### src/rtl/pwm_ramp_ctrl.sv
`default_nettype none
// ============================================================================
// Module   : pwm_ramp_ctrl
// Purpose  : Slews the PWM high-time register toward a target in fixed steps,
//            one update every N PWM periods, for soft-start / soft-stop.
// Revision : 1.0  initial release
// ============================================================================
module pwm_ramp_ctrl #(
  parameter int WIDTH  = 16,
  parameter int HOLD_W = 8
) (
  input  logic              clock,
  input  logic              reset,
  input  logic              period_tick,
  input  logic              start,
  input  logic              abort,
  input  logic              load,
  input  logic [WIDTH-1:0]  load_value,
  input  logic [WIDTH-1:0]  target,
  input  logic [WIDTH-1:0]  step,
  input  logic [HOLD_W-1:0] hold_periods,
  output logic [WIDTH-1:0]  pwm_high,
  output logic              busy,
  output logic              done
);

  localparam logic [1:0] c_ST_IDLE = 2'd0;
  localparam logic [1:0] c_ST_RAMP = 2'd1;
  localparam logic [1:0] c_ST_DONE = 2'd2;

  localparam logic [WIDTH-1:0]  c_STEP_MIN = WIDTH'(1);
  localparam logic [HOLD_W-1:0] c_HOLD_MIN = HOLD_W'(1);

  logic [1:0]        state_q, state_d;
  logic [WIDTH-1:0]  pwm_high_q, pwm_high_d;
  logic [WIDTH-1:0]  target_q, target_d;
  logic [WIDTH-1:0]  step_q, step_d;
  logic [HOLD_W-1:0] hold_q, hold_d;
  logic [HOLD_W-1:0] hold_cnt_q, hold_cnt_d;

  logic [HOLD_W:0]   w_hold_inc;
  logic              w_hold_met;
  logic [WIDTH:0]    w_diff_up;
  logic [WIDTH:0]    w_diff_dn;
  logic [WIDTH:0]    w_step_ext;
  logic [WIDTH-1:0]  w_next_val;
  logic              w_update;
  logic              w_accept;

  // Hold counting is done one bit wider so hold_cnt+1 can never wrap.
  assign w_hold_inc = {1'b0, hold_cnt_q} + {{HOLD_W{1'b0}}, 1'b1};
  assign w_hold_met = (w_hold_inc >= {1'b0, hold_q});

  assign w_diff_up  = {1'b0, target_q} - {1'b0, pwm_high_q};
  assign w_diff_dn  = {1'b0, pwm_high_q} - {1'b0, target_q};
  assign w_step_ext = {1'b0, step_q};

  // Clamp to target whenever the remaining distance fits in one step, so the
  // value can neither overshoot nor wrap at either end of the range.
  always_comb begin
    w_next_val = target_q;
    if (target_q > pwm_high_q) begin
      if (w_diff_up > w_step_ext) begin
        w_next_val = pwm_high_q + step_q;
      end
    end else if (target_q < pwm_high_q) begin
      if (w_diff_dn > w_step_ext) begin
        w_next_val = pwm_high_q - step_q;
      end
    end
  end

  assign w_update = (state_q == c_ST_RAMP) && !abort && period_tick && w_hold_met;
  assign w_accept = (state_q == c_ST_IDLE) && !load && start;

  always_ff @(posedge clock or posedge reset) begin
    if (reset) begin
      state_q <= c_ST_IDLE;
    end else begin
      state_q <= state_d;
    end
  end

  always_comb begin
    state_d = state_q;
    case (state_q)
      c_ST_IDLE: begin
        if (w_accept) begin
          state_d = (target == pwm_high_q) ? c_ST_DONE : c_ST_RAMP;
        end
      end
      c_ST_RAMP: begin
        if (abort) begin
          state_d = c_ST_IDLE;
        end else if (w_update && (w_next_val == target_q)) begin
          state_d = c_ST_DONE;
        end
      end
      c_ST_DONE: state_d = c_ST_IDLE;
      default:   state_d = c_ST_IDLE;
    endcase
  end

  always_comb begin
    busy     = (state_q != c_ST_IDLE);
    done     = (state_q == c_ST_DONE);
    pwm_high = pwm_high_q;
  end

  always_comb begin
    pwm_high_d = pwm_high_q;
    target_d   = target_q;
    step_d     = step_q;
    hold_d     = hold_q;
    hold_cnt_d = hold_cnt_q;
    case (state_q)
      c_ST_IDLE: begin
        if (load) begin
          pwm_high_d = load_value;
        end else if (start) begin
          target_d   = target;
          step_d     = (step == '0) ? c_STEP_MIN : step;
          hold_d     = (hold_periods == '0) ? c_HOLD_MIN : hold_periods;
          hold_cnt_d = '0;
        end
      end
      c_ST_RAMP: begin
        if (!abort && period_tick) begin
          if (w_hold_met) begin
            hold_cnt_d = '0;
            pwm_high_d = w_next_val;
          end else begin
            hold_cnt_d = w_hold_inc[HOLD_W-1:0];
          end
        end
      end
      default: ;
    endcase
  end

  always_ff @(posedge clock or posedge reset) begin
    if (reset) begin
      pwm_high_q <= '0;
      target_q   <= '0;
      step_q     <= '0;
      hold_q     <= '0;
      hold_cnt_q <= '0;
    end else begin
      pwm_high_q <= pwm_high_d;
      target_q   <= target_d;
      step_q     <= step_d;
      hold_q     <= hold_d;
      hold_cnt_q <= hold_cnt_d;
    end
  end

endmodule
`default_nettype wire

### config.mk
export PLATFORM = sky130hd
export DESIGN_NAME = pwm_ramp_ctrl
export DESIGN_NICKNAME = d
export VERILOG_FILES = /design/src/rtl/pwm_ramp_ctrl.sv
export SDC_FILE = /design/constraint.sdc
export NUM_CORES = 1
export LEC_CHECK = 0
export CELL_PAD_IN_SITES_DETAIL_PLACEMENT = 0
export CELL_PAD_IN_SITES_GLOBAL_PLACEMENT = 2
export CORE_AREA = 2 2 165 167
export CTS_CLUSTER_DIAMETER = 30
export CTS_CLUSTER_SIZE = 28
export DETAILED_ROUTE_END_ITERATION = 10
export DIE_AREA = 0 0 167 169
export DONT_BUFFER_PORTS = 1
export GPL_ROUTABILITY_DRIVEN = 1
export PLACE_DENSITY = 0.7
export SLEW_MARGIN = 20
export SYNTH_ARGS = -nofsm -noshare
export SYNTH_HDL_FRONTEND = slang
export SYNTH_SLANG_ARGS = --single-unit
### constraint.sdc
create_clock -name clock -period 11.3 [get_ports clock]
set_input_delay 0.565 -clock clock [delete_from_list [all_inputs] [get_ports clock]]
set_output_delay 0.565 -clock clock [all_outputs]
set_load 0.02 [all_outputs]
## After elaboration in Yosys (flattened, before gate mapping)

Cells that the tools add are included.

- Register bits: 66
- Output and inout port bits: 18

- $add $sub $neg: 5
- Magnitude comparators: 5
- Equality and inequality tests: 11
- Mux-type cells: 20
- Bitwise logic cells: 1
- Reduce and logical (&&, ||, !) cells: 18

Operator list:

| operator | number |
|---|---|
| $mux W16 | 8 |
| $mux W8 | 5 |
| $gt A17 B16 Y1 | 2 |
| $sub A16 B16 Y17 | 2 |
| $eq A16 B16 Y1 | 2 |
| $pmux W16 S2 | 1 |
| $add A16 B16 Y16 | 1 |
| $gt A16 B16 Y1 | 1 |
| $logic_not A16 Y1 | 1 |
| $lt A16 B16 Y1 | 1 |
| $pmux W8 S2 | 1 |
| $sub A16 B16 Y16 | 1 |
| $ne A2 B2 Y1 const B | 5 |
| $add A8 B1 Y9 const B | 1 |
| $ge A9 B8 Y1 | 1 |
| $logic_not A8 Y1 | 1 |
| $mux W2 | 4 |
| $reduce_and A4 Y1 | 2 |
| $logic_and A1 B1 Y1 | 7 |
| $pmux W2 S2 | 1 |
| $reduce_bool A2 Y1 | 2 |
| $ne A3 B2 Y1 const B | 1 |
| $reduce_and A3 Y1 | 1 |
| $eq A2 B1 Y1 const B | 1 |
| other kinds (6) | 7 |

## Depth between registers and ports, before layout

- Depth in word-level cells: 10
- Mapped depth: 24
- Depth with buffers taken out: 23

## Worst setup path after synthesis

No wires, ideal clock.

- Path kind: reg2reg
- Start point: register pwm_high_q[1] (netlist: pwm_high[1])
- End point: register state_q[0]
- Library setup time: 133 ps
- Arrival time: 5,032 ps
- Path slack: 6,135 ps
- Cell stages (with the launch flop): 25
- Buffers on the path: 1
- Path through: dfrtp_1 > inv_1 > ha_1 > nor2b_1 > o21ai_0 > a21oi_1 > o21a_1 > o31a_1 > a221o_1 > a31oi_1 > o21ai_0 > a21oi_1 > xnor2_1 > ha_1 > a21oi_1 > and3_1 > nand2_1 > o21a_1 > o221ai_2 > clkbuf_1 > nand3_1 > a222oi_1 > o211ai_2 > nor3_2 > o31ai_1

- Word-level cells in the longest chain between the ends: 9
- Elaborated cells between the ends (all ways): 20
- Those cells by class: add/sub (4); order compare (4); eq/ne (3); mux (7); reduce/logical (2)

RTL lines:

| what | line | source |
|---|---|---|
| start: declaration | 35 | `logic [WIDTH-1:0] pwm_high_q, pwm_high_d;` |
| start signal: assignment | 149 | `pwm_high_q <= pwm_high_d;` |
| $sub A16 B16 Y17 | 55 | `assign w_diff_dn = {1'b0, pwm_high_q} - {1'b0, target_q};` |
| $gt A17 B16 Y1 | 67 | `if (w_diff_dn > w_step_ext) begin` |
| $mux W16 | 67 |  |
| $mux W16 | 66 | `end else if (target_q < pwm_high_q) begin` |
| $mux W16 | 62 | `if (target_q > pwm_high_q) begin` |
| $eq A16 B16 Y1 | 95 | `end else if (w_update && (w_next_val == target_q)) begin` |
| $logic_and A1 B1 Y1 | 95 |  |
| $ne A3 B2 Y1 (no source line) | - |  |
| $reduce_and A2 Y1 (no source line) | - |  |
| end signal: assignment | 78 | `state_q <= c_ST_IDLE;` |
| end signal: assignment | 80 | `state_q <= state_d;` |
| end: declaration | 34 | `logic [1:0] state_q, state_d;` |

Several ways; a longest one is shown, not always the timed one. The select of a mux whose other input is x is not followed.
A chain may end at the register's enable or synchronous reset.

## Worst setup path after layout

Ends and elaborated chain as after synthesis.

==> metrics.json <==
{
  "finalInstanceArea_um2": 8490,
  "grt.met2_usage_pct": 34.1,
  "post_syn_nets": 1162,
  "critPathRequiredTime_ps": 11530,
  "vias": 7167,
  "detail_route.vias_per_cell": 5.46,
  "cts.sink_count": 66,
  "io_pins": 80,
  "design.final.nets": 1135,
  "grt_antenna_before_repair": 0,
  "holdBufCountCts": 0,
  "grt_setup_unrepaired": "false",
  "p_comb_share_pct": 73.0,
  "internal_power_uw": 1380,
  "ir_worst_vdd_v": 0.000113,
  "drtIter0Drc": 488,
  "ys_dominant_reg_cell": "dfrtp_1",
  "yosys.cell_types.count": 76,
  "synth-warning-count": 0,
  "hold_violations": 0,
  "postSynthRegisterBits": 66,
  "power_frac_seq_pct": 14.2,
  "buffers_inserted_during_post_cts_setup_optimization": 0,
  "fillerInstances": 2885,
  "area.growth.synth_to_final_pct": 8.35,
  "average_cell_area_after_synthesis_um2": 7.88,
  "num_antenna_cells": 0,
  "tritoncts.num_buffers": 9,
  "max_slew.worst_pin.slew_ps": 1060,
  "tns_ps": 0,
  "gr-max-usage-layer": "met2",
  "die_h_um": 169,
  "critical_path.cell_chain": "inv_1 > ha_1 > nor2b_1 > o21ai_0 > a21oi_1 > o21a_1 > o31a_1 > a221o_1 > a31oi_1 > o21ai_0 > a21oi_1 > xnor2_1 > ha_1 > nand3_1 > nor4_1 > a32oi_1 > o21a_1 > o221ai_2 > buf_4 > nand3_1 > a222oi_1 > o211ai_2 > nor3_2 > o31ai_1",
  "net-switching-power_uw": 1580,
  "layout_worst_path_cycle_share_pct": 51.6,
  "clock_power_share_pct": 12.8,
  "worstSetupEndpointType": "flip-flop",
  "layout_commonest_cell": "ha_1",
  "leakagePower_uw": 0.00366,
  "synth-async-reset-ratio_pct": 100,
  "setup.worst_path.start_class": "flip-flop",
  "startpoint": "pwm_high[1]",
  "post-route-worst-setup-slack_ps": 5470,
  "core-area_um2": 26500,
  "detailedRoute.firstPassIterationCount": 5,
  "finalPower_uw": 2960,
  "post-route-min-period_ps": 5830,
  "synth_area_um2": 7830,
  "cells_after_synthesis": 994,
  "crit_path_top_delay_cell": "dfrtp_1",
  "min-delay-path-class": "in -> reg",
  "drive_gt1_share_pct": 4.94,
  "cts.root.buffer_cell": "clkbuf_16",
  "globalRouteMet1Util_pct": 26.1,
  "mostFrequentLayoutCells": "ha_1, o21ai_0, nand2_1",
  "synth_enable_flop_cells": 0,
  "clk_pin_slew_worst_paths_ps": 60,
  "finalClockSkew_ps": 14.2,
  "global_route_wire_length_before_repair_mm": 44.1,
  "timing.setup.critical_path_class": "reg -> reg",
  "dieArea_um2": 28200,
  "globalRouteOverflowTotal": 0,
  "fp.dieW_um": 167,
  "timing.critical_path.slowest_cell_delay_ps": 790,
  "floorplan.initialDensity_pct": 29.6,
  "finalWirelength_mm": 29.1,
  "startpoint_of_the_most_critical_hold_path": "abort",
  "critPathArrivalTime_ps": 6070,
  "max_slew_margin_pct": 29.3,
  "power_switching_share_pct": 53.2,
  "ys_seq_area_share_pct": 21.1,
  "power.density_nw_per_um2": 349,
  "place_congestion": 0.899,
  "tritoncts": "built",
  "cts_buffer_depth": 2,
  "route.detailed.wl_per_inst_um": 22.2,
  "kind_of_cell_adding_the_most_delay_to_the_critical_path": "compound AO/OA/AOI/OAI gates",
  "htreeDepth": 3,
  "post_dp_cell_area_um2": 8110,
  "route.detailed.drc": 0,
  "cts-resized-gates": 0,
  "floorplan.rows": 60,
  "post_place_worst_slack_ps": 5540,
  "grt_use_total_pct": 20.5,
  "cap_viol_max_count": 0,
  "worst_skew_pair.late_latency_ps": 360,
  "grt_util_met3_pct": 5.07,
  "first_global_vias": 7104,
  "pin_count_of_the_biggest_net_entering_global_routing": 88,
  "detail-route-antenna-nets": 0,
  "port_buffers": 0,
  "finalSetupViolCount": 0,
  "clock.fmax_mhz": 171,
  "count_of_final_max_slew_check_failures": 0,
  "hpwl_detailed_mm": 23.3,
  "r2r_start": "pwm_high[1]",
  "critical_path.max_fanout": 25,
  "status": "finished, final reports clean",
  "cp_num_buf_inv": 2
}
[stage by stage]
step / hold slack [ps] / utilization (%) / cells
finish: 307 / 32.0 / 1313
global route: 298 / 32.0 / 1313
CTS: 296 / 32.0 / 1313
detailed placement: 525 / 30.6 / 1297
global placement: 512 / 30.6 / 1297
floorplan: 492 / - / 994
[power by group through the flow]
| stage | clock network (uW) | logic, uW | registers (uW) |
|---|---|---|---|
| 4_1_cts | 385 | 2150 | 424 |
| 2_1_floorplan | 0 | 1620 | 386 |
| 5_1_grt | 390 | 2400 | 431 |
| 6_report | 377 | 2160 | 421 |
| 3_5_place_dp | 0 | 2130 | 429 |
| 3_3_place_gp | 0 | 2140 | 427 |
[per-layer routing]
metal  part of all wire (%)  vias to the layer above  wire [um]
met2                     46                      208      13400
met5                      0                        -          0
met1                     44                     3415      12800
li1                       -                     3507          -
met3                    6.6                       37       1920
met4                    3.4                        0        978
[final timing paths]
check                      slack (ps)  cells past startpoint             to
max                              5470                     24     state_q[0]
min                               310                      1     state_q[0]
max reg2reg                      5470                     24     state_q[0]
min reg2reg                       540                      2  hold_cnt_q[7]
max in group asynchronous       10250                      2      step_q[3]
min in group asynchronous         380                      2   pwm_high[12]
[cells by family (layout without fill, tap and decap cells)]
| family | Yosys count | after routing | synth area share, % |
|---|---|---|---|
| compound gates | 314 | 314 | 26.7 |
| xor+xnor | 86 | 86 | 9.79 |
| fa+ha+maj | 106 | 106 | 17.3 |
| buf+inv | 127 | 105 | 6.73 |
| flops | 66 | 66 | 21.1 |
| mux | 3 | 3 | 0.399 |
| simple gates | 292 | 292 | 18.0 |
[flip-flops by register name, indices dropped and copies added, names as in the netlist]
name / cells
hold_q: 8
step_q: 16
pwm_high: 16
hold_cnt_q: 8
target_q: 16
state_q: 2
[layout make-up]
class | count | area [um2] | share of cell area, %
repair buffers | 9 | 67.6 | 0.796
clock buffers | 10 | 239 | 2.82
well taps | 341 | 427 | 5.03
inverters | 80 | 302 | 3.55
flip-flops and latches | 66 | 1650 | 19.5
multi-input cells | 801 | 5660 | 66.7
clock inverters | 6 | 138 | 1.62
[synth_stat cells, types with 4 or more instances]
cell	count	area share, %
o21ai_0	93	5.9
o221ai_1	6	0.67
o211ai_1	11	1.1
nor3_1	16	1.0
nand4_1	14	1.1
a211oi_1	11	1.1
o22ai_1	13	1.0
xnor2_1	48	5.4
clkbuf_1	27	1.3
o21a_1	17	1.6
buf_2	13	0.83
fa_1	4	1.0
o21bai_1	9	0.86
ha_1	102	16
or2_2	7	0.56
nor2b_1	18	1.4
xor2_1	37	4.1
a31oi_1	14	1.1
nand2b_1	12	0.96
nor4_1	13	1.0
dfrtp_1	66	21
and3_1	5	0.40
a21o_1	17	1.6
or3_1	9	0.72
a21oi_1	62	4.0
inv_1	80	3.8
nand2_1	92	4.4
a211o_1	8	0.89
nand3_1	21	1.3
nor2_1	66	3.2
and2_1	5	0.40
(Power assumes the default switching activity.)
